**src/rtl/lz4_match_addr_gen.sv**
```systemverilog
// LZ4 match copy address generator: tracks the output write pointer and splits each match into 1..4 byte copy beats.
// Optional offset legality checking is compiled in with the LZ4_OFFSET_CHECK_EN macro.
module lz4_match_addr_gen #(
    parameter logic [31:0] RST_WR_ADDR = 32'h0000_0000
) (
    input  logic        clk,
    input  logic        rstN,
    input  logic [2:0]  lit_incr,
    input  logic        cmd_valid,
    output logic        cmd_ready,
    input  logic [15:0] cmd_offset,
    input  logic [15:0] cmd_len,
    output logic        copy_valid,
    input  logic        copy_ready,
    output logic [31:0] rd_addr,
    output logic [31:0] wr_addr,
    output logic [2:0]  copy_bytes,
    output logic        err_offset
);

    typedef enum logic {
        IDLE = 1'b0,
        COPY = 1'b1
    } state_e;

    state_e      state_q, state_d;
    logic [31:0] wr_q, wr_d;
    logic [31:0] rd_q, rd_d;
    logic [15:0] rem_q, rem_d;
    logic [15:0] off_q, off_d;
    logic [2:0]  bytes_q, bytes_d;
    logic [31:0] base;
    logic [15:0] rem_after;
    logic        illegal;

    // Beat size: never past the end of the match, never more than 4 bytes, and never
    // more than the offset so every source byte already exists. Offset 0 is treated as
    // unbounded so the match still terminates after its length.
    function automatic logic [2:0] beat_len(input logic [15:0] rem, input logic [15:0] off);
        logic [2:0] n;
        n = 3'd4;
        if (off != 16'd0 && off < 16'd4) n = off[2:0];
        if (rem < {13'd0, n}) n = rem[2:0];
        return n;
    endfunction

    assign base      = wr_q + {29'd0, lit_incr};
    assign rem_after = rem_q - {13'd0, bytes_q};

`ifdef LZ4_OFFSET_CHECK_EN
    logic err_q, err_d;

    assign illegal    = (cmd_offset == 16'd0) || ({16'd0, cmd_offset} > base);
    assign err_d      = err_q | ((state_q == IDLE) && cmd_valid && illegal);
    assign err_offset = err_q;

    always_ff @(posedge clk or negedge rstN) begin
        if (!rstN) err_q <= 1'b0;
        else       err_q <= err_d;
    end
`else
    assign illegal    = 1'b0;
    assign err_offset = 1'b0;
`endif

    always_comb begin
        // NOTE: every output of this block gets a default first, so no path can infer a latch.
        state_d = state_q;
        wr_d    = wr_q;
        rd_d    = rd_q;
        rem_d   = rem_q;
        off_d   = off_q;
        bytes_d = bytes_q;
        unique case (state_q)
            IDLE: begin
                wr_d = base;
                if (cmd_valid && !illegal && cmd_len != 16'd0) begin
                    state_d = COPY;
                    rem_d   = cmd_len;
                    off_d   = cmd_offset;
                    rd_d    = base - {16'd0, cmd_offset};
                    bytes_d = beat_len(cmd_len, cmd_offset);
                end
            end
            COPY: begin
                if (copy_ready) begin
                    wr_d  = wr_q + {29'd0, bytes_q};
                    rd_d  = rd_q + {29'd0, bytes_q};
                    rem_d = rem_after;
                    if (rem_q == {13'd0, bytes_q}) begin
                        state_d = IDLE;
                        bytes_d = 3'd0;
                    end else begin
                        bytes_d = beat_len(rem_after, off_q);
                    end
                end
            end
            default: state_d = IDLE;
        endcase
    end

    // NOTE: sequential state uses non-blocking assignments so all registers update together.
    always_ff @(posedge clk or negedge rstN) begin
        if (!rstN) begin
            state_q <= IDLE;
            wr_q    <= RST_WR_ADDR;
            rd_q    <= 32'd0;
            rem_q   <= 16'd0;
            off_q   <= 16'd0;
            bytes_q <= 3'd0;
        end else begin
            state_q <= state_d;
            wr_q    <= wr_d;
            rd_q    <= rd_d;
            rem_q   <= rem_d;
            off_q   <= off_d;
            bytes_q <= bytes_d;
        end
    end

    assign cmd_ready  = (state_q == IDLE);
    assign copy_valid = (state_q == COPY);
    assign rd_addr    = rd_q;
    assign wr_addr    = wr_q;
    assign copy_bytes = bytes_q;

endmodule

```
**config.mk**
```make
export PLATFORM = sky130hd
export DESIGN_NAME = lz4_match_addr_gen
export DESIGN_NICKNAME = d
export VERILOG_FILES = /design/src/rtl/lz4_match_addr_gen.sv
export SDC_FILE = /design/constraint.sdc
export NUM_CORES = 1
export LEC_CHECK = 0
export CAP_MARGIN = 20
export CELL_PAD_IN_SITES_DETAIL_PLACEMENT = 1
export CELL_PAD_IN_SITES_GLOBAL_PLACEMENT = 2
export CORE_MARGIN = 8
export CORE_UTILIZATION = 34
export DETAILED_ROUTE_END_ITERATION = 8
export PLACE_DENSITY_LB_ADDON = 0.1
export SLEW_MARGIN = 20
export SYNTH_ARGS = -nofsm -noshare
export SYNTH_HDL_FRONTEND = slang
export SYNTH_SLANG_ARGS = --single-unit
```
**constraint.sdc**
```tcl
create_clock -name clk -period 3.94 [get_ports clk]
set_input_delay 0.985 -clock clk [delete_from_list [all_inputs] [get_ports clk]]
set_output_delay 0.985 -clock clk [all_outputs]
set_load 0.02 [all_outputs]
```
# Yosys cells after proc, flatten, opt, wreduce, memory -nomap -nowiden
# Cells that the tools add are included.
[word_totals]
ff_bits = 100
latch_bits = 0
ramBits = 0
mem_bits_ro = 0
inputBits = 39
out_inout_bits = 70
word_cells = 52
memories = 0
[classes]
n_addsub = 5
mul = 0
div = 0
n_lt_le_gt_ge = 4
eq_ne = 3
n_shift = 0
muxes = 25
n_bitwise = 1
reduce_logical = 8
[ops]
columns = ["cell", "n"]
rows = [
  ["$pmux W32 S2", 2],
  ["$add A32 B3 Y32", 3],
  ["$mux W32", 3],
  ["$reduce_bool A16 Y1", 3],
  ["$mux W3", 12],
  ["$lt A16 B3 Y1", 2],
  ["$lt A16 B3 Y1 const B", 2],
  ["$mux W16", 2],
  ["$pmux W16 S2", 1],
  ["$sub A32 B16 Y32", 1],
  ["$eq A16 B3 Y1", 1],
  ["$sub A16 B3 Y16", 1],
  ["$pmux W3 S2", 1],
  ["$reduce_and A2 Y1", 2],
  ["$logic_and A1 B1 Y1", 3],
  ["$mux W1", 3],
  ["$ne A2 B1 Y1 const B", 1],
  ["$ne A2 B2 Y1 const B", 1],
  ["$pmux W1 S2", 1],
  ["$not A1 Y1", 1],
]

# Longest topological paths before layout
# Gate-level depths: netlist of the first run.
[depth]
ltp_word = 11
depth_mapped = 16

# Least setup slack after synthesis of the first run
# No wires, ideal clock.
[synth_timing]
path_type = "input -> register"
from = "input port lit_incr[0]"
to = "register rd_q[28], in the netlist rd_addr[28]"
setup_ns = 0.094
arrival_time_ns = 4.110
t_required_ns = 3.846
setup_slack_ns = -0.264
path_stages = 15
cell_sequence = "ha_1 fa_1 a21o_1 nand2_1 xnor2_1 ha_1 clkbuf_1 a21oi_1 o22ai_1 o311a_1 o31ai_2 o31ai_2 nor4b_2 xnor2_1 a221oi_2"
[synth_via]
elab_chain_cells = 4
[synth_rtl]
columns = ["item", "line", "text"]
rows = [
  ["start, declared", "8", "input logic [2:0] lit_incr,"],
  ["$add A32 B3 Y32", "47", "assign base = wr_q + {29'd0, lit_incr};"],
  ["$sub A32 B16 Y32", "81", "rd_d = base - {16'd0, cmd_offset};"],
  ["$mux W32", "77", "if (cmd_valid && !illegal && cmd_len != 16'd0) begin"],
  ["$pmux W32 S2", "74", "unique case (state_q)"],
  ["end signal, assigned", "114", "rd_q <= rd_d;"],
  ["end, declared", "28", "logic [31:0] rd_q, rd_d;"],
]
# No other way between the ends. The select of a mux whose other input is x is not followed.
# A chain may end at the register's enable or synchronous reset.

# Worst setup path after layout of the first run
# Ends and elaborated chain as after synthesis.

==> flow_metrics.py, run 1 <==
metrics = {
    "floorplanning": {
        "die-area_um2": 28320,
        "die_h_um": 168.3,
        "core_um2": 22710,
        "start_util_pct": 34.72,
        "ios": 109,
        "rows": 55,
        "fp.dieW_um": 168.3,
    },
    "synth": {
        "yosysTopAreaCellShare_pct": 31.74,
        "synthSimpleGateAreaFrac_pct": 25.82,
        "synth_area_leaders": "dfrtp_1 (32%), nand2_1 (5.7%), xnor2_1 (5.7%), ha_1 (5.1%), o21ai_0 (3.7%)",
        "synth_warnings": 0,
        "synthAdderAreaFrac_pct": 6.348,
        "yosysTopAreaCell": "dfrtp_1",
        "synthCells": 951,
        "synth_compound_area_share_pct": 18.93,
        "synthArstFlopShare_pct": 100.0,
        "synth-xor-area-share_pct": 8.887,
        "syn_nets": 1027,
        "ys_seq_area_share_pct": 31.74,
        "synth_top_family_by_area": "simple AND/OR/NAND/NOR gates",
        "muxShareOfSynthArea_pct": 3.428,
        "synth_area_um2": 7884,
        "synth.avg_cell_area_um2": 8.290,
        "ys.flop_type": "dfrtp_1",
        "synth_cell_types": 81,
        "ys_ff_latch": 100,
        "synth-edff-count": 0,
    },
    "power": {
        "irDropWorstVdd_uv": 252.8,
        "pwr-share-clk_pct": 16.3,
        "p_sw_mw": 2.408,
        "p_int_mw": 3.130,
        "seqPwrFrac_pct": 29.4,
        "total_power_mw": 5.539,
        "pwr-share-comb_pct": 54.3,
        "switching_share_pct": 43.48,
        "leakagePower_nw": 4.363,
        "powerDensity_nw_per_um2": 533.1,
    },
    "clock_network": {
        "clk_latency_ns": 0.36,
        "clkSinkCount": 100,
        "root_buffer": "clkbuf_16",
        "cts_tree": "yes",
        "clk_pin_slew_ns": 0.08,
        "h-tree-depth": 3,
        "cts_buffers": 9,
        "max-clock-path-buffers": 2,
    },
    "critical_path": {
        "worstPathMaxFanout": 4,
        "critPathLaunchType": "input pin",
        "crit_family": "compound AO/OA/AOI/OAI gates",
        "slowest_delay_ns": 0.40,
        "r2r_start": "wr_addr[0]$_DFFE_PN0P_",
        "rr_worst_depth": 14,
        "critPathKind": "input pin to register",
        "r2r_slack_ns": 0.28,
        "regToRegEndpoint": "rd_addr[28]$_DFFE_PN0P_",
        "slowest_stage": "o311a_4",
        "worstPathArrival_ns": 4.18,
        "path_cells": "buf_6 > ha_4 > buf_6 > a211o_1 > o211ai_4 > nor2_2 > xor2_1 > ha_1 > a211o_1 > o311a_4 > o31ai_4 > o31ai_4 > nor4b_2 > xnor2_1 > a221oi_2",
        "endpoint_kind": "register",
        "critical_path_buf_inv_count": 2,
        "critPathRequiredTime_ns": 4.21,
    },
    "global_routing": {
        "busiest_layer": "met2",
        "grt_usage_pct": 20.55,
        "grt_overflow": 0,
        "met3_usage_pct": 3.601,
        "grt_pass1_wl_um": 46720,
        "grt_pass1_vias": 8235,
        "gr-usage-met1_pct": 26.77,
        "grt_max_degree": 59,
        "use_met2_pct": 35.28,
        "antenna_found_initial": 0,
    },
    "cells_and_area": {
        "layout_common_cells": "nand2_1 (120), buf_4 (106), clkdlybuf4s50_1 (103)",
        "final_area_um2": 10390,
        "area_growth_pct": 31.79,
        "layout_commonest_cell": "nand2_1",
        "seq_area_um2": 2502,
        "fillers": 2710,
        "n_antenna_cell": 0,
        "final_nets": 1206,
        "finalNonFillerCells": 1420,
        "drive_above_1_share_pct": 15.95,
        "multi_input_area_um2": 5174,
    },
    "worst_hold_path": {
        "min_to": "off_q[7]$_DFFE_PN0P_",
        "hp-class": "register to register",
        "hold_depth": 2,
        "min_from": "off_q[7]$_DFFE_PN0P_",
    },
    "timing": {
        "slew_headroom_pct": 59.43,
        "final_max_slew_viol_count": 0,
        "post-route-min-period_ns": 3.908,
        "rsz0062_at_grt": "true",
        "finClkSkew_ns": 0.009549,
        "final.period_utilization_pct": 99.19,
        "setup-violations-final": 0,
        "worst_pin_slew_ns": 0.6038,
        "max_freq_mhz": 255.9,
        "finalHoldViolCount": 0,
    },
    "route": {
        "antenna_left": 0,
        "vias_per_cell": 5.491,
        "wl_um": 28730,
        "route.detailed.drc": 0,
        "via_count": 7797,
        "drtIter0Drc": 428,
        "wire_per_inst_um": 20.23,
        "dr.pass1.iters": 4,
    },
    "placed_design": {
        "dp_cells": 1401,
        "placed_area_um2": 10010,
        "io_buffers": 107,
        "place_hpwl_um": 22210,
        "place_congestion": 0.8429,
    },
    "run_status": {
        "run_status": "completed",
    },
    "job": {
        "drv_cap": 0,
    },
}
==> area by class of cell <==
type                       instances  area share (%)
multi-input combinational        763           49.80
sequential                       100           24.08
timing repair buffer             217           18.55
tap                              285           3.432
clock buffer                       9           2.168
inverter                          39           1.409
clock inverter                     7          0.5660
==> flip-flops by register name, summed over array words and instances (netlist names) <==
name,flops
copy_valid,1
copy_bytes,3
rd_addr,32
rem_q,16
off_q,16
wr_addr,32
==> tightest hold or removal path, stage by stage, from the launching register on <==
cell and delay [ns]:
dfrtp_1 0.35, nand2_1 0.05, o21ai_0 0.06
==> metal layers <==
| layer | wire (µm) | vias up |
|---|---|---|
| li1 | - | 3792 |
| met1 | 13520 | 3862 |
| met2 | 13860 | 122 |
| met3 | 1064 | 21 |
| met4 | 280 | 0 |
| met5 | 0 | - |
==> cell usage after synthesis (all sizes together) (18+ instances only) <==
cell    instances
dfrtp         100
xor2           29
o21ai          60
xnor2          51
clkbuf         33
nand3          54
ha             32
nor2           79
inv            39
mux2i          18
a21oi          44
nor3           33
nand2         122
==> power groups by stage <==
stage / clock network [mW] / logic (mW) / registers (mW)
floorplan: 0 / 1.66 / 1.66
global placement: 0 / 2.92 / 1.64
detailed placement: 0 / 2.97 / 1.64
CTS: 0.935 / 3.01 / 1.62
global route: 0.974 / 3.32 / 1.67
finish: 0.904 / 3.01 / 1.63
==> worst max-delay path by stage <==
stage	to	cells after the start	slack, ns	start
4_1_cts	rd_addr[28]$_DFFE_PN0P_	14	0.005	lit_incr[1]
2_1_floorplan	rd_addr[28]$_DFFE_PN0P_	14	-0.05	lit_incr[0]
6_report	rd_addr[28]$_DFFE_PN0P_	15	0.03	lit_incr[0]
5_1_grt	rd_addr[28]$_DFFE_PN0P_	15	-0.1	lit_incr[0]
3_5_place_dp	rd_addr[19]$_DFFE_PN0P_	16	-0.95	lit_incr[0]
3_3_place_gp	rd_addr[19]$_DFFE_PN0P_	16	-0.80	lit_incr[0]
==> metrics by stage <==
stage / setup slack, ns / util [%] / hold slack [ns] / setup TNS [ns]
2_1_floorplan: -0.04733 / - / 0.4498 / -0.04733
3_3_place_gp: -0.7972 / 44.06 / 0.4641 / -13.83
3_5_place_dp: -0.9452 / 44.06 / 0.4737 / -14.85
4_1_cts: 0.005298 / 45.51 / 0.4917 / 0
5_1_grt: -0.09751 / 45.75 / 0.5152 / -0.1684
6_report: 0.03192 / 45.75 / 0.4895 / 0
==> repair_timing <==
| action | in CTS | in global routing |
|---|---|---|
| buffers inserted | 0 | 2 |
| pin swaps | 14 | 17 |
| resized for setup | 20 | 9 |
| hold buffers | 0 | 0 |
| cloned | 1 | 0 |
| endpoints found under the setup margin | 18 | 15 |
==> logic make-up after synthesis <==
family          Yosys count
other cells               1
mux                      26
compound gates          220
simple gates            398
buf+inv                  89
flops                   100
xor+xnor                 80
fa+ha+maj                37
Note: power is estimated with default switching activity, not from simulation.
==> inputs of run 2 (changes only) <==
--- a/config.mk
+++ b/config.mk
@@ -16,3 +16,4 @@
 export SYNTH_ARGS = -nofsm -noshare
 export SYNTH_HDL_FRONTEND = slang
 export SYNTH_SLANG_ARGS = --single-unit
+export TNS_END_PERCENT = 5
==> run 2 against run 1 <==
Via count grew 0.10%. Clock power rose by 12%. Die area did not move. Hold slack lost 0.0019 ns. Critical path depth is the same. Clock skew barely moved. Wire length up 2.5%. Global-route usage grew 0.48 points. Flip-flop and latch count unchanged. Core utilization is 0.89 points higher. Maximum frequency up 0.55%. Highest routed layer unchanged.
==> flow_metrics.py, run 2 (synthesis results as in run 1) <==
metrics = {
    "route": {
        "vias_per_cell": 5.462,
        "route.detailed.drc": 0,
        "wl_met3_um": 1108,
        "dr.pass1.iters": 4,
        "wl_um": 29440,
        "met1_length_um": 13890,
        "via_count": 7805,
        "highest_layer": "met4",
        "wire_per_inst_um": 20.60,
        "antenna_left": 0,
        "route.met2.wl_um": 13980,
        "drtIter0Drc": 440,
    },
    "critical_path": {
        "slowest_stage": "fa_2",
        "worstPathMaxFanout": 4,
        "slowest_delay_ns": 0.44,
        "critPathKind": "input pin to register",
        "critical_path_buf_inv_count": 1,
        "critPathRequiredTime_ns": 4.21,
        "path_cells": "buf_2 > ha_4 > fa_2 > a21oi_4 > nor3_4 > and3_1 > xor2_1 > ha_1 > and2_1 > a22o_1 > o31ai_4 > o31ai_4 > nor4b_2 > xnor2_1 > a221oi_2",
        "crit_family": "compound AO/OA/AOI/OAI gates",
        "crit_top_cell": "o31ai_4",
        "endpoint_kind": "register",
        "critPathLaunchType": "input pin",
        "worstPathArrival_ns": 4.15,
    },
    "power": {
        "total_power_mw": 5.854,
        "irDropWorstVdd_uv": 328.3,
        "leakagePower_nw": 4.458,
        "powerDensity_nw_per_um2": 552.7,
    },
    "timing": {
        "max_freq_mhz": 257.3,
        "post-route-min-period_ns": 3.887,
        "finalHoldViolCount": 0,
        "setup_tns_ns": 0,
        "finClkSkew_ns": 0.009482,
        "final.period_utilization_pct": 98.65,
        "worst_pin_slew_ns": 0.6258,
        "fin_ws_ns": 0.05311,
        "rsz0062_at_grt": "true",
        "setup-violations-final": 0,
        "slew_headroom_pct": 57.96,
        "final_max_slew_viol_count": 0,
    },
    "floorplanning": {
        "die_h_um": 168.3,
        "fp.dieW_um": 168.3,
        "start_util_pct": 34.72,
        "core_um2": 22710,
        "die-area_um2": 28320,
        "ios": 109,
        "rows": 55,
    },
    "global_routing": {
        "grt_pass1_wl_um": 47890,
        "grt_max_degree": 67,
        "grt_usage_pct": 21.04,
        "antenna_found_initial": 0,
        "grt_overflow": 0,
        "grt_pass1_vias": 8451,
    },
    "placed_design": {
        "placed_area_um2": 10010,
        "io_buffers": 107,
        "place_hpwl_um": 22340,
        "dp_cells": 1402,
        "place_ws_ns": -0.8846,
        "place_congestion": 0.8258,
    },
    "cells_and_area": {
        "n_antenna_cell": 0,
        "finalNonFillerCells": 1429,
        "area_growth_pct": 34.34,
        "drive_above_1_share_pct": 17.74,
        "fillers": 2669,
        "layout_commonest_cell": "nand2_1",
        "final_area_um2": 10590,
        "final_nets": 1215,
        "layout_common_cells": "nand2_1 (119), buf_4 (115), clkdlybuf4s50_1 (103)",
    },
    "clock_network": {
        "clk_pin_slew_ns": 0.07,
        "cts_buffers": 9,
        "h-tree-depth": 3,
        "cts_tree": "yes",
        "hold_buffers": 0,
        "clkSinkCount": 100,
        "root_buffer": "clkbuf_16",
        "max-clock-path-buffers": 2,
        "clk_latency_ns": 0.36,
    },
    "job": {
        "drv_cap": 0,
    },
    "run_status": {
        "run_status": "completed",
    },
    "worst_hold_path": {
        "hp-class": "register to register",
    },
}
-- run 2: area by class of cell --
type / instances / area, µm² / area share, %
Timing Repair Buffer: 226 / 1987 / 18.76
Multi-Input combinational cell: 763 / 5283 / 49.88
Clock inverter: 6 / 87.58 / 0.8269
Sequential cell: 100 / 2502 / 23.63
Tap cell: 285 / 356.6 / 3.367
Clock buffer: 10 / 229.0 / 2.162
Inverter: 39 / 146.4 / 1.382
-- run 2: final timing paths --
kind	from	endpoint	slack (ns)	cells past startpoint
hold / removal	off_q[11]$_DFFE_PN0P_	off_q[11]$_DFFE_PN0P_	0.49	2
hold reg to reg	off_q[11]$_DFFE_PN0P_	off_q[11]$_DFFE_PN0P_	0.49	2
min in group asynchronous	rstN	wr_addr[7]$_DFFE_PN0P_	0.58	1
setup reg to reg	wr_addr[1]$_DFFE_PN0P_	rd_addr[19]$_DFFE_PN0P_	0.30	16
max in group asynchronous	rstN	rem_q[6]$_DFFE_PN0P_	2.61	2
setup / recovery	lit_incr[0]	rd_addr[28]$_DFFE_PN0P_	0.05	15
-- run 2: timing repair --
item                       4_1_cts  5_1_grt
setup buffers                    9        1
pin swaps                       24       13
gates cloned                     0        1
setup endpoints to repair       19       14
gates resized for setup         23       26
-- run 2: metrics by stage --
stage / hold slack, ns / util (%)
finish: 0.4876 / 46.64
global route: 0.5306 / 46.64
global placement: 0.4639 / 44.06
CTS: 0.4929 / 45.95
detailed placement: 0.4764 / 44.06
floorplan: 0.4498 / -
-- run 2: worst register-to-register path, delay by kind of cell (launching register included) --
family	cells	cell delay [ns]
simple gates	4	0.41
compound gates	6	1.48
xor+xnor	1	0.16
mux	1	0.18
fa+ha+maj	2	0.60
buf+inv	2	0.22
flops	1	0.50
-- run 2: metal layers --
metal | vias to the layer above | global-route usage [%]
met5 | - | 0
met1 | 3836 | 27.95
met2 | 128 | 34.91
met3 | 28 | 3.438
met4 | 0 | 5.435
li1 | 3813 | -
-- run 2: power by group --
group	switching (mW)	internal, mW	leakage (nW)
sequential	0.348	1.28	1.25
combinational	1.69	1.53	3.05
clock	0.447	0.560	0.157
total	2.49	3.37	4.46
==> inputs of run 3 (changes only) <==
--- a/config.mk
+++ b/config.mk
@@ -12,6 +12,7 @@
 export CORE_UTILIZATION = 34
 export DETAILED_ROUTE_END_ITERATION = 8
 export PLACE_DENSITY_LB_ADDON = 0.1
+export SKIP_LAST_GASP = 1
 export SLEW_MARGIN = 20
 export SYNTH_ARGS = -nofsm -noshare
 export SYNTH_HDL_FRONTEND = slang
==> run 3 against run 2 <==
Clock power barely moved. Critical endpoint is now rd_addr[19]$_DFFE_PN0P_. Power is essentially flat. Worst setup slack got worse by 0.0025 ns. Count of clock-buffer cells in the layout unchanged. Critical path type unchanged. Sequential share of layout area is 0.084 points higher.
==> flow_metrics.py, run 3 (synthesis results as in run 1) <==
metrics = {
    "timing": {
        "max_freq_mhz": 257.1,
        "worst_pin_slew_ns": 0.6086,
        "fin_ws_ns": 0.05066,
        "rsz0062_at_grt": "true",
        "finClkSkew_ns": 0.008393,
        "slew_headroom_pct": 59.11,
        "post-route-min-period_ns": 3.889,
        "finalHoldViolCount": 0,
        "final.period_utilization_pct": 98.71,
        "final_max_slew_viol_count": 0,
        "setup-violations-final": 0,
    },
    "power": {
        "irDropWorstVdd_uv": 328.2,
        "leakagePower_nw": 4.430,
        "powerDensity_nw_per_um2": 554.9,
    },
    "route": {
        "dr.pass1.iters": 4,
        "wire_per_inst_um": 20.58,
        "antenna_left": 0,
        "wl_um": 29410,
        "drtIter0Drc": 407,
        "route.detailed.drc": 0,
        "via_count": 7830,
        "vias_per_cell": 5.479,
    },
    "cells_and_area": {
        "area_growth_pct": 33.87,
        "final_area_um2": 10550,
        "layout_common_cells": "nand2_1 (119), buf_4 (115), clkdlybuf4s50_1 (103)",
        "final_nets": 1215,
        "fin_util_pct": 46.47,
        "layout_commonest_cell": "nand2_1",
        "drive_above_1_share_pct": 17.22,
        "n_antenna_cell": 0,
    },
    "clock_network": {
        "cts_buffers": 9,
        "cts_tree": "yes",
        "clk_pin_slew_ns": 0.07,
        "hold_buffers": 0,
        "root_buffer": "clkbuf_16",
        "clk_latency_ns": 0.36,
        "clkSinkCount": 100,
        "max-clock-path-buffers": 2,
        "h-tree-depth": 3,
    },
    "critical_path": {
        "worstPathArrival_ns": 4.17,
        "critPathKind": "input pin to register",
        "worstPathMaxFanout": 5,
        "endpoint_kind": "register",
        "slowest_stage": "ha_1",
        "critical_path_buf_inv_count": 4,
        "crit_top_cell": "buf_4",
        "critPathLaunchType": "input pin",
        "path_cells": "buf_2 > ha_4 > buf_4 > a211o_1 > o211ai_4 > nor2_2 > xor2_1 > ha_1 > buf_4 > buf_4 > nand3_1 > o22ai_1 > o21ai_2 > a31oi_4 > nor2_4 > mux2i_2 > a211o_1 > nor3b_2",
        "crit_family": "compound AO/OA/AOI/OAI gates",
        "slowest_delay_ns": 0.35,
        "critPathRequiredTime_ns": 4.22,
    },
    "floorplanning": {
        "die-area_um2": 28320,
        "die_h_um": 168.3,
        "rows": 55,
        "start_util_pct": 34.72,
        "core_um2": 22710,
        "fp.dieW_um": 168.3,
        "ios": 109,
    },
    "placed_design": {
        "placed_area_um2": 10010,
        "place_congestion": 0.8258,
        "place_ws_ns": -0.8846,
        "io_buffers": 107,
        "place_hpwl_um": 22340,
    },
    "global_routing": {
        "grt_pass1_vias": 8451,
        "antenna_found_initial": 0,
        "grt_pass1_wl_um": 47890,
        "grt_usage_pct": 21.04,
        "grt_overflow": 0,
        "grt_max_degree": 67,
    },
    "run_status": {
        "run_status": "completed",
    },
    "worst_hold_path": {
        "hp-class": "register to register",
    },
    "job": {
        "drv_cap": 0,
    },
}
## run 3: stage by stage
step                hold slack (ns)  power (mW)  TNS [ns]  instances
CTS                          0.4929       5.805         0       1427
global route                 0.5306       6.271   -0.8427       1429
global placement             0.4639       4.571    -13.58       1402
detailed placement           0.4764       4.656    -15.18       1402
floorplan                    0.4498       3.323  -0.05650        951
finish                       0.4881       5.856         0       1429
## run 3: worst reg2reg max path, delay by kind of cell, from the launching register on
kind,cells,cell delay (ns)
muxes,1,0.18
adders and majority gates,2,0.60
and+or+nand+nor,4,0.41
xor gates and xnor gates,1,0.16
buffers and inverters,2,0.22
DFF,1,0.51
AOI/OAI and AO/OA,6,1.48
## run 3: power by group
part | switching [mW] | internal, mW
Clock | 0.449 | 0.560
Combinational | 1.69 | 1.53
Sequential | 0.349 | 1.28
## run 3: final cells by class
| class | count | area (µm²) |
|---|---|---|
| Clock buffer | 10 | 229.0 |
| Clock inverter | 6 | 87.58 |
| Inverter | 39 | 146.4 |
| Tap cell | 285 | 356.6 |
| Sequential cell | 100 | 2502 |
| Timing Repair Buffer | 226 | 1987 |
| Fill cell | 2676 | 12160 |
| Multi-Input combinational cell | 763 | 5245 |
## run 3: routing by layer
metal	global-route usage (%)	vias up	wire length, µm
met2	34.91	135	13920
met5	0	-	0
li1	-	3817	-
met1	27.95	3847	13950
met3	3.438	31	1049
met4	5.435	0	490
## run 3: final timing paths
check	startpoint	to	slack (ns)	cells after the start
max	lit_incr[0]	rd_addr[19]$_DFFE_PN0P_	0.05	18
min	off_q[11]$_DFFE_PN0P_	off_q[11]$_DFFE_PN0P_	0.49	2
max reg2reg	wr_addr[1]$_DFFE_PN0P_	rd_addr[19]$_DFFE_PN0P_	0.29	16
min reg2reg	off_q[11]$_DFFE_PN0P_	off_q[11]$_DFFE_PN0P_	0.49	2
max in group asynchronous	rstN	rem_q[6]$_DFFE_PN0P_	2.61	2
min in group asynchronous	rstN	wr_addr[7]$_DFFE_PN0P_	0.57	1
## run 3: repair_timing
action	in CTS	in global routing
setup endpoints to repair	19	14
cloned	0	1
buffers inserted	9	1
pin swaps	24	11
gates resized for setup	23	20
